## config.mk

```make
export PLATFORM = sky130hd
export DESIGN_NAME = alu_seq16
export DESIGN_NICKNAME = d
export VERILOG_FILES = /design/src/rtl/alu_seq16_pkg.sv /design/src/rtl/alu_seq16_mul_step.sv /design/src/rtl/alu_seq16.sv
export SDC_FILE = /design/constraint.sdc
export NUM_CORES = 1
export LEC_CHECK = 0
export ABC_AREA = 1
export CAP_MARGIN = 15
export CORE_MARGIN = 5
export CORE_UTILIZATION = 53
export DETAILED_ROUTE_END_ITERATION = 7
export GPL_ROUTABILITY_DRIVEN = 1
export GPL_TIMING_DRIVEN = 0
export PLACE_DENSITY = 0.8
export SYNTH_ARGS = -nofsm -noshare
export SYNTH_HDL_FRONTEND = slang
export SYNTH_SLANG_ARGS = --single-unit
```

## constraint.sdc

```tcl
create_clock -name Clock -period 2.3 [get_ports Clock]
set_clock_uncertainty 0.1 [all_clocks]
set_input_delay 0.46 -clock Clock [delete_from_list [all_inputs] [get_ports Clock]]
set_output_delay 0.46 -clock Clock [all_outputs]
set_load 0.005 [all_outputs]
```

## src/rtl/alu_seq16_pkg.sv

```systemverilog
// Shared ALU op codes and op classification for the 16-bit ALU sequencer.
package alu_seq16_pkg;

    localparam int AC_W = 3;

    localparam logic [AC_W-1:0] AC_AD = 3'd0;
    localparam logic [AC_W-1:0] AC_SB = 3'd1;
    localparam logic [AC_W-1:0] AC_AN = 3'd2;
    localparam logic [AC_W-1:0] AC_OR = 3'd3;
    localparam logic [AC_W-1:0] AC_LS = 3'd4;
    localparam logic [AC_W-1:0] AC_MU = 3'd5;

    // Ops that run as a plain low-slice / high-slice pair
    function automatic logic is_slice_op(input logic [AC_W-1:0] op);
        return (op == AC_AD) || (op == AC_SB) || (op == AC_AN) || (op == AC_OR);
    endfunction

    function automatic logic op_known(input logic [AC_W-1:0] op);
        return is_slice_op(op) || (op == AC_LS) || (op == AC_MU);
    endfunction

endpackage

```

## src/rtl/alu_seq16_mul_step.sv

```systemverilog
// Shift-add multiply state: bit index, shifting multiplicand and 16-bit accumulator.
module alu_seq16_mul_step (
    input  logic        Clock,
    input  logic        Reset,
    input  logic        init,
    input  logic        adv,
    input  logic [15:0] mcand_in,
    input  logic [7:0]  hi_s,
    input  logic [7:0]  lo_s,
    output logic [3:0]  bit_idx,
    output logic [15:0] mcand,
    output logic [15:0] acc,
    output logic        last
);

    always_ff @(posedge Clock or negedge Reset) begin
        if (!Reset) begin
            bit_idx <= 4'd0;
            mcand   <= 16'd0;
            acc     <= 16'd0;
        end else if (init) begin
            bit_idx <= 4'd0;
            mcand   <= mcand_in;
            acc     <= 16'd0;
        end else if (adv) begin
            // Bits shifted out of the multiplicand are product overflow and are dropped
            acc     <= {hi_s, lo_s};
            mcand   <= mcand << 1;
            bit_idx <= bit_idx + 4'd1;
        end
    end

    assign last = (bit_idx == 4'd15);

endmodule

```

## src/rtl/alu_seq16.sv

```systemverilog
// Runs 16-bit add/sub/and/or/signed-less/multiply on the shared 8-bit alu,
// one byte slice per cycle, behind a start/busy/done handshake.
module alu_seq16
    import alu_seq16_pkg::*;
#(
    parameter int AC_N = AC_W
) (
    input  logic            Clock,
    input  logic            Reset,
    input  logic            start,
    input  logic [AC_N-1:0] op,
    input  logic [15:0]     a,
    input  logic [15:0]     b,
    output logic            busy,
    output logic            done,
    output logic [15:0]     result,
    output logic            zero,
    output logic            carry,
    output logic            less,
    output logic [AC_N-1:0] alu_cs,
    output logic [7:0]      alu_a,
    output logic [7:0]      alu_b,
    output logic            alu_cin,
    input  logic [7:0]      alu_s,
    input  logic            alu_zero,
    input  logic            alu_cout
);

    typedef enum logic [3:0] {
        IDLE, LO, HI, LSH, LSW, LSL, MLO, MHI, FIN
    } state_t;

    state_t          state, nxt;
    logic [AC_N-1:0] op_r;
    logic [15:0]     a_r, b_r;
    logic [7:0]      lo_s;
    logic            lo_zero, lo_cout;

    logic            mul_init, mul_adv, mul_last, mul_bit;
    logic [3:0]      mul_idx;
    logic [15:0]     mcand, acc;

    alu_seq16_mul_step u_mul (
        .Clock    (Clock),
        .Reset    (Reset),
        .init     (mul_init),
        .adv      (mul_adv),
        .mcand_in (a),
        .hi_s     (alu_s),
        .lo_s     (lo_s),
        .bit_idx  (mul_idx),
        .mcand    (mcand),
        .acc      (acc),
        .last     (mul_last)
    );

    assign mul_bit = b_r[mul_idx];
    assign busy    = (state != IDLE) && (state != FIN);
    assign done    = (state == FIN);

    always_comb begin
        nxt      = state;
        alu_a    = 8'd0;
        alu_b    = 8'd0;
        alu_cin  = 1'b0;
        mul_init = 1'b0;
        mul_adv  = 1'b0;
        case (state)
            IDLE: begin
                if (start) begin
                    if (is_slice_op(op)) begin
                        nxt = LO;
                    end else if (op == AC_LS) begin
                        nxt = LSH;
                    end else if (op == AC_MU) begin
                        nxt      = MLO;
                        mul_init = 1'b1;
                    end else begin
                        nxt = FIN;
                    end
                end
            end
            LO: begin
                alu_a = a_r[7:0];
                alu_b = b_r[7:0];
                nxt   = HI;
            end
            HI: begin
                alu_a   = a_r[15:8];
                alu_b   = b_r[15:8];
                alu_cin = lo_cout;
                nxt     = FIN;
            end
            LSH: begin
                alu_a = a_r[15:8];
                alu_b = b_r[15:8];
                nxt   = ((a_r[15] != b_r[15]) || alu_s[0]) ? FIN : LSW;
            end
            // Swapped operands: the alu only answers unsigned "a < b"
            LSW: begin
                alu_a = b_r[15:8];
                alu_b = a_r[15:8];
                nxt   = alu_s[0] ? FIN : LSL;
            end
            LSL: begin
                alu_a = a_r[7:0];
                alu_b = b_r[7:0];
                nxt   = FIN;
            end
            MLO: begin
                alu_a = acc[7:0];
                alu_b = mul_bit ? mcand[7:0] : 8'd0;
                nxt   = MHI;
            end
            MHI: begin
                alu_a   = acc[15:8];
                alu_b   = mul_bit ? mcand[15:8] : 8'd0;
                alu_cin = lo_cout;
                mul_adv = 1'b1;
                nxt     = mul_last ? FIN : MLO;
            end
            FIN:     nxt = IDLE;
            default: nxt = IDLE;
        endcase
    end

    always_ff @(posedge Clock or negedge Reset) begin
        if (!Reset) begin
            state   <= IDLE;
            op_r    <= '0;
            a_r     <= 16'd0;
            b_r     <= 16'd0;
            lo_s    <= 8'd0;
            lo_zero <= 1'b0;
            lo_cout <= 1'b0;
            alu_cs  <= '0;
            result  <= 16'd0;
            zero    <= 1'b0;
            carry   <= 1'b0;
            less    <= 1'b0;
        end else begin
            state <= nxt;
            case (state)
                IDLE: begin
                    if (start) begin
                        op_r  <= op;
                        a_r   <= a;
                        b_r   <= b;
                        zero  <= 1'b0;
                        carry <= 1'b0;
                        less  <= 1'b0;
                        if (!op_known(op))
                            result <= 16'd0;
                        else
                            alu_cs <= (op == AC_MU) ? AC_AD : op;
                    end
                end
                LO, MLO: begin
                    lo_s    <= alu_s;
                    lo_zero <= alu_zero;
                    lo_cout <= alu_cout;
                end
                HI: begin
                    result <= {alu_s, lo_s};
                    zero   <= lo_zero & alu_zero;
                    carry  <= ((op_r == AC_AD) || (op_r == AC_SB)) & alu_cout;
                end
                LSH: begin
                    if (a_r[15] != b_r[15]) begin
                        less   <= a_r[15];
                        result <= {15'd0, a_r[15]};
                    end else if (alu_s[0]) begin
                        less   <= 1'b1;
                        result <= 16'd1;
                    end
                end
                LSW: begin
                    if (alu_s[0]) begin
                        less   <= 1'b0;
                        result <= 16'd0;
                    end
                end
                LSL: begin
                    less   <= alu_s[0];
                    result <= {15'd0, alu_s[0]};
                end
                MHI: begin
                    if (mul_last) begin
                        result <= {alu_s, lo_s};
                        zero   <= ({alu_s, lo_s} == 16'd0);
                    end
                end
                default: ;
            endcase
        end
    end

endmodule

```

Word-level counts from Yosys, hierarchy flattened:

Cells that the tools add are included.

* eq/ne operators: 22
* order comparisons: 1
* bitwise logic cells: 2
* reduce and logical (&&, ||, !) cells: 29
* add/subtract/negate cells: 1
* muxes and demuxes: 43

Operators with widths (count)
* two-way mux 16 bit: 10
* case mux 16 bit (6 select lines): 1
* case mux 8 bit (5 select lines): 2
* two-way mux 4 bit: 9
* case mux 4 bit (7 select lines): 1
* == test 4 x 3 -> 1 bit, second input constant: 4
* zero test 16 bit: 1
* two-way mux 8 bit: 2
* two-way mux 1 bit: 13
* OR reduction 2 bit: 5
* == test 4 x 2 -> 1 bit, second input constant: 2
* == test 4 bit, second input constant: 2
* != test 2 bit, second input constant: 4
* nonzero test 4 bit: 2
* logical OR 1 bit: 7
* == test 3 x 1 -> 1 bit, second input constant: 2
* == test 3 x 2 -> 1 bit, second input constant: 2
* == test 3 bit, second input constant: 2
* zero test 3 bit: 2
* AND reduction 3 bit: 2
* AND reduction 6 bit: 1
* nonzero test 6 bit: 1
* less-than comparator 4 x 5 -> 1 bit, second input constant: 1
* adder 4 x 1 -> 4 bit, second input constant: 1
* other kinds (16): 19

* output and inout port bits: 41
* input bits: 48
* word-level logic and storage cells: 113
* flip-flop bits (word level): 107

Logic depth before layout (Yosys ltp):

Gate-level depths: netlist of the first run.

* word-level depth: 9
* mapped depth: 11

By module:

Synthesis of the first run repeated with hierarchy kept, for this count alone.

* cells, all modules: 628
* area, all modules: 5292.6 um^2

By module, submodules not included
* alu_seq16: cells an instance 494, area an instance 3796.1 um^2, instances 1, seq. area each 1751.7 um^2
* alu_seq16_mul_step: cells an instance 134, area an instance 1496.4 um^2, instances 1, seq. area each 900.9 um^2

Least setup slack after synthesis of the first run:

OpenSTA, ideal clock, no wires.

* kind: register to output
* start point: register state[0]
* end point: output alu_a[2]
* cell stages (with the launch flop): 9
* slack: 422 ps
* data arrival time: 1318 ps
* path buffers: 0
* cells stage by stage: dfrtp_1 inv_1 nor2_1 nand2_1 inv_1 nand2_1 o21ai_0 nor2_1 o21ai_0

* longest elaborated chain between the ends: 3
* elaborated cells on any way between the ends: 10

RTL lines
* from (decl): RTL line alu_seq16.sv:33 `state_t state, nxt;`
* from (signal assigned): RTL line alu_seq16.sv:142 `state <= nxt;`
* == test 4 x 1 -> 1 bit (tied with other cells): RTL line alu_seq16.sv:68 `case (state)`
* OR reduction 2 bit (no line)
* case mux 8 bit (5 select lines) (*): RTL line alu_seq16.sv:68
* to (decl): RTL line alu_seq16.sv:21 `output logic [7:0] alu_a,`

Mark *: on every way between the ends. The rest lies on a longest branch, timed or not.

Final worst setup path of the first run:

* start point: register u_mul.bit_idx[0]
* end point: output alu_b[7]

* longest elaborated chain between the ends: 4
* elaborated cells on any way between the ends: 5

RTL lines
* from (decl): RTL line alu_seq16_mul_step.sv:10 `output logic [3:0] bit_idx,`
* from (signal assigned): RTL line alu_seq16_mul_step.sv:29 `bit_idx <= bit_idx + 4'd1;`
* binary-select mux 1 bit (select 4 bit) (*): RTL line alu_seq16.sv:57 `assign mul_bit = b_r[mul_idx];`
* two-way mux 1 bit (not written as such) (*): RTL line alu_seq16.sv:57
* two-way mux 8 bit, on equally long branches: RTL line alu_seq16.sv:117, alu_seq16.sv:112
* case mux 8 bit (5 select lines) (*): RTL line alu_seq16.sv:68
* to (decl): RTL line alu_seq16.sv:22 `output logic [7:0] alu_b,`

Mark *: on every way between the ends. The rest lies on a longest branch, timed or not. The select of a mux whose other input is x is not followed.

==> results of run 1 <==
[layout make-up]
type / count / area [sq um]
inverters: 96 / 385
clock inverters: 4 / 57.6
fillers: 719 / 2410
clock buffers: 12 / 155
flip-flops and latches: 106 / 2660
well taps: 133 / 166
repair buffers: 136 / 1270
multi-input cells: 459 / 2450
plain buffers: 22 / 173
[cell families after synthesis]
group,share of synthesized area [%]
adders and majority gates,0.478
and+or+nand+nor,26.5
xor gates and xnor gates,0.167
AOI/OAI and AO/OA,12.7
DFF,50.6
buffers and inverters,9.24
muxes,0.215
[power by group through the flow]
stage / logic [mW] / registers [mW] / clock network (mW)
after floorplan: 2.19 / 3.12 / 0
after global placement: 3.69 / 3.20 / 0
after detailed placement: 3.78 / 3.23 / 0
after CTS: 4.26 / 3.30 / 1.27
after global routing: 4.98 / 3.43 / 1.35
final: 4.58 / 3.35 / 1.25
[flip-flops by register name, indices dropped and copies added, names as in the netlist]
name / flops
a_r: 16
alu_cs: 3
b_r: 16
carry: 1
less: 1
lo_cout: 1
lo_s: 8
lo_zero: 1
op_r: 2
result: 16
state: 4
u_mul.acc: 16
u_mul.bit_idx: 4
u_mul.mcand: 16
zero: 1
[synth_stat cells (all sizes together)]
library cell and instances:
nand3 50, buf 14, clkbuf 11, mux2 1, dfrtp 106, xor2 1
a31oi 1, inv 96, nand2 215, o22ai 17, nand4 7, a41oi 1
nor2 57, a21oi 35, o211ai 10, ha 2, o21ai 59, nor3 3
[worst register-to-register path: stages, from the launching register on]
cell,delay (ns)
sky130_fd_sc_hd__dfrtp_2,0.48
sky130_fd_sc_hd__nor2_4,0.15
sky130_fd_sc_hd__buf_6,0.13
sky130_fd_sc_hd__buf_4,0.13
sky130_fd_sc_hd__nand2_2,0.11
sky130_fd_sc_hd__nor2_1,0.22
sky130_fd_sc_hd__buf_2,0.30
sky130_fd_sc_hd__buf_2,0.29
sky130_fd_sc_hd__nand2_1,0.12
sky130_fd_sc_hd__o21ai_0,0.09
[layer usage]
metal	share of wire (%)	GRT usage, %	vias up
met1	39	40.5	2602
met5	0	0	-
met3	9.4	7.63	54
met2	48	48.3	293
met4	3.0	10.5	0
li1	-	-	2474
[final timing paths]
path | from | endpoint | slack (ns) | cells after the start
worst max-delay path | u_mul.bit_idx[0] | alu_b[7] | -0.22 | 12
worst min-delay path | result[13] | result[13] | 0.38 | 2
worst max register to register | state[0] | b_r[15] | 0.12 | 9
worst min register to register | result[13] | result[13] | 0.38 | 2
max in group asynchronous | Reset | state[2] | 0.85 | 3
min in group asynchronous | Reset | u_mul.mcand[13] | 0.51 | 2
[through the flow]
stage                     total power, mW  util (%)  setup WS, ns
after global routing                 9.76      75.2        -0.310
after detailed placement             7.01      64.9        -0.548
after CTS                            8.83      74.1        -0.165
after floorplan                      5.31         -         0.422
final                                9.19      75.2        -0.220
after global placement               6.89      64.6         -3.28
[what timing repair did]
action	in CTS	in global routing
gates resized for setup	198	35
setup buffers	40	5
pin swaps	19	13
hold endpoints to repair	45	0
cloned	2	0
endpoints found under the setup margin	18	65
hold buffers	1	0
[cells in the final DEF (no fill, tap or decap), drive strengths merged, types with 3 or more instances in the layout]
cell           netlist  routed
dfrtp              106     106
clkbuf              11      20
nand3               50      50
o211ai              10      10
buf                 14      79
nand2              215     215
clkdlybuf4s50        0      68
inv                 96      97
o22ai               17      17
nor2                57      57
a21oi               35      35
nor3                 3       3
o21ai               59      59
nand4                7       7
==> results by stage, run 1 <==
Timing:
- The setup-violating endpoint count in the final report is 16.
- The achievable clock frequency is 397 MHz.
- Setup repair after global routing could not meet its margin everywhere.
- The relative max-transition margin is 59.4%.
- The final-layout worst hold slack is 0.380 ns.
- The final-report hold violation count is 0.
- The minimum clock period after layout is 2.52 ns.
- The max-slew violation total from the final report is 0.
- For the pin with the worst max-slew slack, the measured transition is 0.609 ns.
- The setup slack after layout is -0.220 ns.
- The final-layout setup total negative slack is -1.81 ns.
- Of the available clock period, the critical path in the final layout requires 110%.

Yosys:
- The count of different cell masters after synthesis is 27.
- The mean instance size in the synthesized netlist is 7.64 sq um.
- The combined area of all synthesized cells is 5240 sq um.
- The share of synthesized area in the top cell type comes to 50.6%.
- The biggest area contributor in the post-synthesis netlist is sky130_fd_sc_hd__dfrtp_1.
- The number of synthesis warnings is 0.
- Synthesis produced a netlist with a net count of 736.
- The number of cells produced by synthesis is 686.
- The share of the Yosys chip area taken by registers is 50.6%.
- By area the synthesized netlist is led by sky130_fd_sc_hd__dfrtp_1 51%, sky130_fd_sc_hd__nand2_1 15%, sky130_fd_sc_hd__inv_1 6.5%.
- The synthesized design contains 106 register bits.

Worst setup path:
- The critical path contains buffers and inverters numbering 4 combined.
- The dominant cell type by count on the critical path is sky130_fd_sc_hd__nand2_2.
- For this design, the slowest cell found on the critical path is sky130_fd_sc_hd__dfrtp_2.
- STA puts the critical path data arrival time at 1.96 ns.
- The kind of capture point of the worst setup path is an output pin.
- The kind of critical path is reg2out.
- In this design, the stage delay of the slowest critical-path cell is 0.49 ns.
- Walking the worst path, the cells encountered are buf_8 > nand2_2 > nand2_1 > nand2_1 > nand3_2 > nand3_2 > nand2_4 > buf_6 > buf_6 > nand2_2 > nand2_2 > buf_2.
- STA puts the critical path data required time at 1.74 ns.
- The type of origin of the critical path is a flip-flop.
- The family of cells with the greatest summed delay on the critical path is simple AND/OR/NAND/NOR gates.
- Along the worst path, the maximum fanout reaches 6.

Clocking:
- The worst-skew pair later-pin latency is 0.40 ns.
- The H-tree depth is 3.
- The CTS tree is done.
- The clock passes through at most 2 buffers.
- The tree is rooted in a sky130_fd_sc_hd__clkbuf_8.
- In this run, CTS created clock tree buffers numbering 9.
- The number of clock sinks seen by CTS is 106.
- The clock transition time at the flip-flop clock pins of the worst setup and hold paths is 0.10 ns.

Placed design:
- The half-perimeter wire length after detailed placement is 12,000 um.
- At the end of routability-driven placement, the weighted congestion stood at 0.928.
- The placed cell area is 6310 sq um.
- After detailed placement, the design holds a cell count of 908.
- The count of input and output buffers is 88.

Job:
- The max-capacitance violation count is 0.

Pwr:
- The fraction of power spent switching nets is 43.6%.
- In this run, the clock network consumes 13.7% of the power.
- The portion of total power attributed to sequential cells is 36.5%.
- In this run the power density over the cells is 1260 nW/um^2.
- The internal portion of total power is 5.18 mW.
- The static leakage is 3.85 nW.
- The worst-case IR drop observed on VDD is 0.000722 V.
- The analysis attributes to net switching a power of 4.01 mW.
- The share of power burned in combinational logic is 49.8%.

Routing:
- The detail route stage leaves a number of antenna-violating nets equal to 0.
- After detailed routing, the total wire length is 17,900 um.
- The total number of vias is 5,423.
- The first detailed-routing pass ran for 7 iterations.
- The average via count per standard cell is 5.60.
- The first routing iteration left 570 violations.
- After detailed routing, the number of remaining DRC violations is 0.
- The average detailed-routed wire length per instance is 18.5 um.

Global routing:
- The number of antenna violations at the first check in global routing came to 0.
- After global routing the overflow that remains totals 0.
- Entering global routing, the biggest net connects 61 pins.
- Global routing consumed, over all layers together, 30.3% of the routing resources.
- The wire length of the first global-routing pass is 27,500 um.
- The via count of the first global-routing pass was 5,359.

Final layout:
- The area overhead of the layout relative to synthesis is 39.7%.
- The post-layout instance count excluding filler cells is 968.
- The final instance area is 7320 sq um.
- The net count of the finished layout is 880.
- The number of antenna repair diodes is 0.
- The fraction of layout instances using a drive strength above 1 is 23.0%.

Floorplan:
- From bottom edge to top edge, the die measures 109 um.
- The die area is 12,000 sq um.
- The floorplan has 36 rows.
- The starting density of the core is 53.8%.
- The die is 109 um wide.
- The floorplan step defined a core boundary enclosing 9730 sq um.
- The count of boundary I/O pins is 89.

Outcome:
- The final reports fail on setup timing.
- The run finished, with violations left.

Worst hold path:
- In this run the worst hold path is classified as reg2reg.
(Power assumes the default switching activity.)
==> inputs of run 2 (changes only) <==
--- a/config.mk
+++ b/config.mk
@@ -13,6 +13,7 @@
 export GPL_ROUTABILITY_DRIVEN = 1
 export GPL_TIMING_DRIVEN = 0
 export PLACE_DENSITY = 0.8
+export SLEW_MARGIN = 20
 export SYNTH_ARGS = -nofsm -noshare
 export SYNTH_HDL_FRONTEND = slang
 export SYNTH_SLANG_ARGS = --single-unit
==> results by stage, run 2 (same netlist as run 1, synthesis figures left out) <==
Placed design:
- The routability congestion estimate was 0.928 (unchanged).
- The number of cells in the design after placement came to 908 (unchanged).
- The count of input and output buffers is 88 (unchanged).
- The half-perimeter wire length after detailed placement is 12,000 um (about the same).
- The setup slack after placement is -0.531 ns (was -0.548 ns).

Global routing:
- The total track usage came to 30.9% (was 30.3%).
- The via count of the first global-routing pass is 5,489 (was 5,359).
- The wire length of the first global-routing pass was 28,000 um (was 27,500 um).
- The pin count of the biggest net entering global routing came to 55 (was 61).
- The number of antenna violations at the first check in global routing is 0 (unchanged).
- The overall overflow remaining after global route is 0 (unchanged).

Timing:
- The final-layout setup total negative slack is -2.90 ns (was -1.81 ns).
- The setup slack after layout is -0.286 ns (was -0.220 ns).
- The final-report hold violation count is 0 (unchanged).
- The relative max-transition margin is 64.9% (was 59.4%).
- The final critical-path share of the clock period is 112% (was 110%).
- The transition at the pin with the smallest max-transition slack is 0.526 ns (was 0.609 ns).
- The achievable clock frequency was 387 MHz (was 397 MHz).
- The setup-violating endpoint count in the final report came to 18 (was 16).
- The max-slew violation total from the final report is 0 (unchanged).
- Unrepaired setup endpoints after global routing: true (unchanged).
- The minimum clock period after layout is 2.59 ns (was 2.52 ns).

Worst setup path:
- The kind of capture point of the worst setup path is an output pin (unchanged).
- The dominant cell type by count on the critical path was sky130_fd_sc_hd__nand2_1 (was sky130_fd_sc_hd__nand2_2).
- The peak per-stage delay on the critical path was 0.50 ns (was 0.49 ns).
- The data required time at the worst endpoint is 1.74 ns (about the same).
- The kind of critical path is reg2out (unchanged).
- The arrival time at the worst endpoint is 2.03 ns (was 1.96 ns).
- The number of cells traversed by the worst register-to-register path came to 12 (was 9).
- The type of origin of the critical path is a flip-flop (unchanged).
- Critical-path cell list: buf_8 > nand2_2 > nand2_1 > nand2_1 > nand3_2 > nand3_2 > nand2_4 > buf_6 > buf_6 > nand2_2 > nand2_1 > buf_2 (was buf_8 > nand2_2 > nand2_1 > nand2_1 > nand3_2 > nand3_2 > nand2_4 > buf_6 > buf_6 > nand2_2 > nand2_2 > buf_2).
- The critical-path maximum fanout is 4 (was 6).
- The critical-path cell with the highest stage delay is sky130_fd_sc_hd__dfrtp_2 (unchanged).

Floorplan:
- The number of standard-cell rows in the floorplan came to 36 (unchanged).
- The die boundary height is 109 um (unchanged).
- The count of boundary I/O pins came to 89 (unchanged).
- The placeable core area is 9730 sq um (unchanged).
- The die area came to 12,000 sq um (unchanged).
- The starting density of the core is 53.8% (unchanged).
- The horizontal extent of the die came to 109 um (unchanged).

Routing:
- The residual DRC count was 0 (unchanged).
- The number of nets with antenna violations after routing is 0 (unchanged).
- The average via count per standard cell is 5.74 (was 5.60).
- The aggregate routed wire length is 18,900 um (was 17,900 um).
- The average detailed-routed wire length per instance is 19.2 um (was 18.5 um).
- The number of violations reported at the end of detailed-routing iteration 0 is 713 (was 570).
- The total number of vias was 5,650 (was 5,423).
- The first-pass detailed-route iteration total is 6 (was 7).

Pwr:
- The peak supply drop is 0.000732 V (was 0.000722 V).
- The static leakage is 3.93 nW (was 3.85 nW).
- The power per standard cell area is 1250 nW/um^2 (was 1260 nW/um^2).

Worst hold path:
- The class of the worst hold path is reg2reg (unchanged).
- The cell depth of the worst min-delay path came to 2 (unchanged).

Clocking:
- The clock transition time at the flip-flop clock pins of the worst setup and hold paths is 0.10 ns (about the same).
- The worst-skew pair later-pin latency is 0.40 ns (about the same).
- The number of clock sinks seen by CTS was 106 (unchanged).
- The TritonCTS buffer count is 9 (unchanged).
- The H-tree depth was 3 (unchanged).
- The master cell of the clock root buffer is sky130_fd_sc_hd__clkbuf_8 (unchanged).
- The buffer levels on the longest clock path is 2 (unchanged).
- The CTS tree is done (unchanged).

Outcome:
- Violations in the final reports: setup timing (unchanged).
- Status: complete, but fails checks (unchanged).

Final layout:
- The area overhead of the layout relative to synthesis was 45.1% (was 39.7%).
- The fraction of layout instances using a drive strength above 1 is 26.1% (was 23.0%).
- The post-layout instance count excluding filler cells is 985 (was 968).
- Commonest non-fill, non-tap cells in the layout: 173 x sky130_fd_sc_hd__nand2_1, 101 x sky130_fd_sc_hd__dfrtp_1, 86 x sky130_fd_sc_hd__inv_1 (was 176 x sky130_fd_sc_hd__nand2_1, 101 x sky130_fd_sc_hd__dfrtp_1, 88 x sky130_fd_sc_hd__inv_1).
- The number of antenna repair diodes is 0 (unchanged).
- The net count of the finished layout is 897 (was 880).
- The most common cell after layout, fill and taps aside is sky130_fd_sc_hd__nand2_1 (unchanged).

Job:
- The max-capacitance violation count was 0 (unchanged).
==> run 2: cell count changes in the layout (fill, tap and decap cells not counted), sizes merged <==
cell,delta
buf,+14
clkbuf,+3
clkinvlp,+1
clkinv,+1
inv,-1
bufinv,-1
nand2,+1
dlygate4sd2,-1
==> run 2: per-stage QoR <==
step	area [sq um]	hold slack, ns	power (mW)	util (%)
6_report	7600	0.380	9.52	78.2
3_3_place_gp	6290	0.357	6.89	64.6
3_5_place_dp	6310	0.350	7.00	64.9
4_1_cts	7260	0.383	8.78	74.6
5_1_grt	7600	0.406	10.1	78.2
2_1_floorplan	5240	0.0644	5.31	-
==> run 2: routing by layer <==
layer / GRT usage, % / vias up / wire length [um]
met5: 0 / - / 0
met4: 12.5 / 0 / 820
met3: 8.93 / 79 / 1770
met2: 48.0 / 355 / 8960
met1: 40.9 / 2704 / 7360
li1: - / 2512 / -
==> run 2: worst paths after layout <==
kind / end / slack [ns] / from
setup / recovery: alu_b[1] / -0.29 / u_mul.bit_idx[0]
hold / removal: result[13] / 0.38 / result[13]
setup reg to reg: u_mul.bit_idx[1] / -0.04 / state[1]
hold reg to reg: result[13] / 0.38 / result[13]
max in group asynchronous: state[2] / 0.93 / Reset
min in group asynchronous: a_r[3] / 0.49 / Reset
==> run 2: layout make-up <==
type / count / area [sq um]
buffer: 23 / 225
clock buffer: 12 / 155
clock inverter: 4 / 33.8
fill: 677 / 2130
inverter: 96 / 394
multi-input combinational: 460 / 2560
sequential: 106 / 2660
tap: 133 / 166
timing repair buffer: 151 / 1410
==> run 2: timing repair <==
item,in CTS,in global routing
hold buffers,1,0
pin swaps,25,22
endpoints found under the hold margin,52,0
gates resized for setup,199,66
cloned,2,1
setup buffers,46,14
endpoints found under the setup margin,18,61
==> run 2: worst max-delay path: cells and delay by family, from the launching register on <==
kind                   cells  cell delay, ns
buffers and inverters      4            0.52
DFF                        1            0.50
and+or+nand+nor            8            0.60
==> run 2: where the power goes <==
| group | switching, mW | leakage [nW] | total (mW) | internal [mW] |
|---|---|---|---|---|
| combinational | 2.92 | 2.49 | 5.02 | 2.10 |
| sequential | 0.649 | 1.34 | 3.37 | 2.72 |
| clock | 0.677 | 0.0932 | 1.14 | 0.462 |
| total | 4.24 | 3.93 | 9.52 | 5.28 |
==> inputs of run 3 (changes only) <==
--- a/config.mk
+++ b/config.mk
@@ -6,6 +6,7 @@
 export NUM_CORES = 1
 export LEC_CHECK = 0
 export ABC_AREA = 1
+export ABC_CLOCK_PERIOD_IN_PS = 2300
 export CAP_MARGIN = 15
 export CORE_MARGIN = 5
 export CORE_UTILIZATION = 53
==> results of run 3 <==
No change in the layout: final DEF, timing and power equal those of run 2.
